--- src/rtl/pueo_command_decoder_mc.sv ---
// rtl/pueo_command_decoder_mc.sv - decodes the per-period command word into trigger, run, mode1 and firmware outputs
module pueo_command_decoder_mc #(
    parameter int TRIG_VALID_BIT = 15,
    parameter int TRIG_TIME_BITS = 15,
    parameter int STRETCH        = 2,
    parameter int FW_BYTES       = 1,
    parameter int CNT_BITS       = 16
) (
    input  logic                      sysclk_i,
    input  logic                      rst_i,
    input  logic [31:0]               command_i,
    input  logic                      command_valid_i,
    output logic [TRIG_TIME_BITS-1:0] trig_time_o,
    output logic                      trig_valid_o,
    output logic                      rundo_sync_o,
    output logic                      runrst_o,
    output logic                      runstop_o,
    output logic                      runnoop_live_o,
    output logic                      cmdproc_rst_o,
    output logic [7:0]                cmdproc_tdata,
    output logic                      cmdproc_tvalid,
    output logic                      cmdproc_tlast,
    output logic [8*FW_BYTES-1:0]     fw_tdata,
    output logic                      fw_tvalid,
    output logic [1:0]                fw_mark_o,
    output logic                      fw_partial_drop_o,
    output logic [CNT_BITS-1:0]       trig_count_o,
    output logic [CNT_BITS-1:0]       msg_count_o
);

    localparam int                IDX_W      = (FW_BYTES > 1) ? $clog2(FW_BYTES) : 1;
    localparam logic [IDX_W-1:0]  LAST_IDX   = IDX_W'(FW_BYTES - 1);
    localparam logic [2:0]        STRETCH_LD = 3'(STRETCH);

    logic                  message;
    logic                  trig;
    logic [1:0]            runcmd;
    logic [1:0]            mode1type;
    logic [7:0]            mode1data;
    logic                  is_fw;
    logic                  is_special;
    logic                  flush;
    logic                  word_done;
    logic                  unused_ok;

    logic [2:0]            stretch_cnt;
    logic                  stretch_active;
    logic                  do_sync_q;
    logic                  rst_q;
    logic                  stop_q;
    logic                  fw_q;
    logic [IDX_W-1:0]      idx;
    logic [8*FW_BYTES-1:0] shadow;
    logic [8*FW_BYTES-1:0] next_shadow;

    assign message    = command_valid_i && !command_i[31];
    assign trig       = command_valid_i && command_i[TRIG_VALID_BIT];
    assign runcmd     = command_i[27:26];
    assign mode1type  = command_i[25:24];
    assign mode1data  = command_i[23:16];
    assign is_fw      = message && (mode1type == 2'b11);
    assign is_special = message && (mode1type == 2'b00);
    assign flush      = is_special && (mode1data == 8'h01 || mode1data == 8'h02 || mode1data == 8'h03);
    assign word_done  = is_fw && (idx == LAST_IDX);
    assign unused_ok  = ^command_i;

    // Stretched outputs are the latched decode gated by the live counter, so a reload re-decodes them.
    assign stretch_active = (stretch_cnt != 3'd0);
    assign rundo_sync_o   = do_sync_q && stretch_active;
    assign runrst_o       = rst_q && stretch_active;
    assign runstop_o      = stop_q && stretch_active;
    assign fw_tvalid      = fw_q && stretch_active;

    always_comb begin
        next_shadow = shadow;
        for (int i = 0; i < FW_BYTES; i++) begin
            if (idx == IDX_W'(i)) begin
                next_shadow[i*8 +: 8] = mode1data;
            end
        end
    end

    always_ff @(posedge sysclk_i or posedge rst_i) begin
        if (rst_i) begin
            trig_valid_o <= 1'b0;
            trig_time_o  <= '0;
            trig_count_o <= '0;
            msg_count_o  <= '0;
        end else begin
            trig_valid_o <= trig;
            if (trig) begin
                trig_time_o  <= command_i[TRIG_TIME_BITS-1:0];
                trig_count_o <= trig_count_o + CNT_BITS'(1);
            end
            if (message) begin
                msg_count_o <= msg_count_o + CNT_BITS'(1);
            end
        end
    end

    always_ff @(posedge sysclk_i or posedge rst_i) begin
        if (rst_i) begin
            stretch_cnt       <= 3'd0;
            do_sync_q         <= 1'b0;
            rst_q             <= 1'b0;
            stop_q            <= 1'b0;
            fw_q              <= 1'b0;
            runnoop_live_o    <= 1'b0;
            cmdproc_rst_o     <= 1'b0;
            cmdproc_tvalid    <= 1'b0;
            cmdproc_tdata     <= 8'h00;
            cmdproc_tlast     <= 1'b0;
            fw_mark_o         <= 2'b00;
            fw_partial_drop_o <= 1'b0;
        end else begin
            runnoop_live_o    <= message && (runcmd == 2'b00);
            cmdproc_rst_o     <= is_special && (mode1data == 8'h01);
            fw_mark_o         <= {is_special && (mode1data == 8'h03), is_special && (mode1data == 8'h02)};
            cmdproc_tvalid    <= message && (mode1type == 2'b01 || mode1type == 2'b11);
            fw_partial_drop_o <= flush && (idx != '0);
            if (message) begin
                stretch_cnt   <= STRETCH_LD;
                do_sync_q     <= (runcmd == 2'b01);
                rst_q         <= (runcmd == 2'b10);
                stop_q        <= (runcmd == 2'b11);
                fw_q          <= word_done;
                cmdproc_tdata <= mode1data;
                cmdproc_tlast <= (mode1type == 2'b11);
            end else if (stretch_active) begin
                stretch_cnt <= stretch_cnt - 3'd1;
            end
        end
    end

    // Packer: a flush discards any partial word rather than emitting it.
    always_ff @(posedge sysclk_i or posedge rst_i) begin
        if (rst_i) begin
            idx      <= '0;
            shadow   <= '0;
            fw_tdata <= '0;
        end else if (flush) begin
            idx    <= '0;
            shadow <= '0;
        end else if (is_fw) begin
            if (word_done) begin
                fw_tdata <= next_shadow;
                idx      <= '0;
                shadow   <= '0;
            end else begin
                shadow <= next_shadow;
                idx    <= idx + IDX_W'(1);
            end
        end
    end

endmodule
--- config.mk ---
export PLATFORM = sky130hd
export DESIGN_NAME = pueo_command_decoder_mc
export DESIGN_NICKNAME = d
export VERILOG_FILES = /design/src/rtl/pueo_command_decoder_mc.sv
export SDC_FILE = /design/constraint.sdc
export NUM_CORES = 1
export LEC_CHECK = 0
export BUFFER_PORTS_ARGS = -buffer_cell sky130_fd_sc_hd__buf_2
export CAP_MARGIN = 0
export CORE_ASPECT_RATIO = 1.25
export CORE_UTILIZATION = 40
export DETAILED_ROUTE_END_ITERATION = 12
export HOLD_SLACK_MARGIN = 0.05
export PLACE_DENSITY = 0.62
export SETUP_SLACK_MARGIN = 0.3
export SLEW_MARGIN = 30
export SYNTH_ARGS = -nofsm -noshare
export SYNTH_HDL_FRONTEND = slang
export SYNTH_SLANG_ARGS = --single-unit
--- constraint.sdc ---
create_clock -name sysclk_i -period 7.7 [get_ports sysclk_i]
set_input_delay 1.54 -clock sysclk_i [delete_from_list [all_inputs] [get_ports sysclk_i]]
set_output_delay 1.54 -clock sysclk_i [all_outputs]
set_load 0.1 [all_outputs]
==> metrics.txt <==
status=finished clean; Worst Path Max Fanout=7; Arr. time, crit path=1.80 ns; startpoint type of the worst setup path=register; crit path kind=register to output pin; delay of the slowest critical-path stage=0.42 ns; Detail Route Antenna Nets=0; Comb pwr share=0.451; Syn. warnings=0; mean post-synth cell area=12.2 µm²; full die area=between 0.008 and 0.009 mm²; total number of vias=2324; FILL cells=roughly 740; count of final max-slew check failures=0; cell count after synthesis=between 200 and 300; leakage power=between 2 and 2.5 nW; syn_nets=307; CP max-delay cell=buf_2; grt ovf=0; Tot Pwr=approximately 1.5 mW; Setup Buffers After CTS=0; Initial Utilization=0.415; # H-tree levels=3; Fmax=0.300 GHz; crit path cell chain=inv_1, ha_1, nand2b_1, and2_1, buf_2; post-synthesis sequential area ratio=0.604; layout cells sized above 1=0.412; Worst R2R End=trig_count_o[10]$_DFFE_PP0P_; PD cells=360 mW/mm²; WHS Endpoint=do_sync_q$_DFFE_PP0P_; gr usage total=0.161; peak supply drop=0.381 mV; Fin Setup TNS=0 ns; drt initial violations=91; Root Driver=clkbuf_8; Worst EP required=around 6.2 ns; standard-cell row count=36; CTS Buf Count=9; WL final=6530 µm; Vias/cell=slightly below 5; cells on worst reg2reg path=5; final worst path period share=0.433; Yosys reg bits=79; Post-synth EDFFs=0; Worst setup EP type=output pin; core area=0.00788 mm²; first-pass GRT wire length=10800 µm; RSZ-0062 raised after global routing=no; clock share of power=0.180; area delta synth->final=24.3%; Ant. Diodes=0; vias in the first global route=approximately 2300; Mapped Area=roughly 0.0033 mm²; Hold Violations, Final=0; placer congestion estimate=0.753; worst clock skew=about 0.0057 ns; HPWL Detailed=4600 µm; CTS tree=yes; asr flop ratio synth=1.00; Clk pin slew, worst setup/hold paths=roughly 0.080 ns; die width=82.9 µm; Gates resized, CTS repair=0; switching power=0.757 mW; WP buf/inv=2; die height=103 µm; hold depth=2; clk sink count=79; # hold bufs at CTS=0; Clock Path Buffers=2; DRC=0; Initial DRT Pass Iterations=4; family with the most delay on the worst path=buffers and inverters; initial antenna violation count=0; critical path depth=5; PortBufs=106; Routed wire per std cell=13.6 µm; worst min path class=register to register; worst skew pair latency=0.34 ns; FF/Latch Area=0.00198 mm²; worst-margin pin slew=around 0.8 ns; Top FF cell, synth=dfrtp_1; Flop pwr share=0.370; Placement Cell Area=0.00390 mm²; Final min period=3.34 ns; Netlist cell types=36; Final Net Count=420; internal power=0.706 mW; relative slew slack=0.467; max cap viols=0; I/O pins=110; R2R Setup Slk=~6 ns; hold path startpoint=do_sync_q$_DFFE_PP0P_; largest net degree at the start of global routing=80; Setup violations, final=0; Reg-to-Reg Start=trig_count_o[0]$_DFFE_PP0P_; final instance area=0.00407 mm²; area of the multi-input gates=0.00124 mm²; Sw Ratio=0.518
-- worst reg2reg max path, stage by stage (launching register included) --
cell and delay (ns):
dfrtp_1 0.42, ha_1 0.18, nand4_1 0.22, nor4_4 0.42, nand3_1 0.14, xnor2_1 0.14
-- layer usage --
metal | vias up | part of all wire | track usage
li1 | 1122 | - | -
met1 | 1112 | 0.46 | 0.201
met2 | 79 | 0.46 | 0.255
met3 | 11 | 0.066 | 0.0496
met4 | 0 | 0.021 | 0.0836
met5 | - | 0 | 0
-- area by class of cell --
| type | count | share of cell area |
|---|---|---|
| Clock buffer | 9 | 0.0305 |
| Clock inverter | 7 | 0.00985 |
| Inverter | 5 | 0.00492 |
| Multi-Input combinational cell | 179 | 0.306 |
| Sequential cell | 79 | 0.486 |
| Tap cell | 95 | 0.0292 |
| Timing Repair Buffer | 107 | 0.133 |
-- power groups by stage --
stage          Combinational [mW]  Clock, mW  Sequential [mW]
2_1_floorplan               0.149          0            0.953
3_3_place_gp                0.658          0            0.545
3_5_place_dp                0.664          0            0.548
4_1_cts                     0.665      0.275            0.541
5_1_grt                     0.689      0.287            0.551
6_report                    0.659      0.263            0.541
-- state kept, by name, indices dropped and copies added (netlist names), 2 cells and up --
name	cells
fw_mark_o	2
msg_count_o	16
stretch_cnt	3
trig_time_o	15
trig_count_o	16
fw_tdata	8
cmdproc_tdata	8
-- synthesized netlist by cell type, types with 4 or more instances --
library cell	number	share of area
dfrtp_1	79	0.60
and2_1	5	0.0096
nand4_1	6	0.011
and3_1	4	0.0076
xnor2_1	22	0.059
nor3_1	4	0.0061
xor2_1	9	0.024
mux2_2	24	0.083
inv_1	4	0.0046
nand2_1	56	0.064
nand3_1	10	0.015
nor2_1	11	0.013
ha_1	4	0.015
-- through the flow --
step | std cells | worst slack [ns] | util | hold WS, ns
2_1_floorplan | 268 | 4.14 | - | 0.430
3_3_place_gp | 465 | 4.63 | 0.495 | 0.444
3_5_place_dp | 465 | 4.63 | 0.495 | 0.448
4_1_cts | 481 | 4.33 | 0.516 | 0.467
5_1_grt | 481 | 4.25 | 0.516 | 0.485
6_report | 481 | 4.36 | 0.516 | 0.462
-- cell families after synthesis --
kind of cell,share of synthesized area
AO/OA/AOI/OAI,0.00535
XOR/XNOR,0.0830
adder cells (fa/ha/maj),0.0153
buffers and inverters,0.0153
flip-flops,0.604
multiplexers,0.0857
AND/OR/NAND/NOR,0.191
-- worst max-delay path by stage --
stage	from	to	slack, ns
after floorplan	rst_i	cmdproc_rst_o$_DFF_PP0_	4.14
after global placement	command_i[31]	msg_count_o[15]$_DFFE_PP0P_	4.63
after detailed placement	command_i[31]	msg_count_o[13]$_DFFE_PP0P_	4.63
after CTS	stretch_cnt[0]$_DFFE_PP0P_	runstop_o	4.33
after global routing	stretch_cnt[0]$_DFFE_PP0P_	rundo_sync_o	4.25
final	stretch_cnt[0]$_DFFE_PP0P_	runstop_o	4.36
-- cell usage in the layout, fill, tap and decap left out, drive strengths merged --
master and count:
and3 4, ha 4, and2b 1, nor3 6
and2 5, nand4 7, nand3b 2, and3b 1
inv 4, clkinvlp 2, a21oi 1, nor4 4
nand2b 2, and4 2, xnor2 22, dfrtp 79
nand2 56, mux2 24, nor2 12, o21ai 1
nand4b 1, clkinv 6, xor2 9, nor3b 1
clkbuf 9, a21o 1, nand3 10, mux2i 1
buf 107, or2 2
No activity file was read; power rests on OpenSTA's default activity.
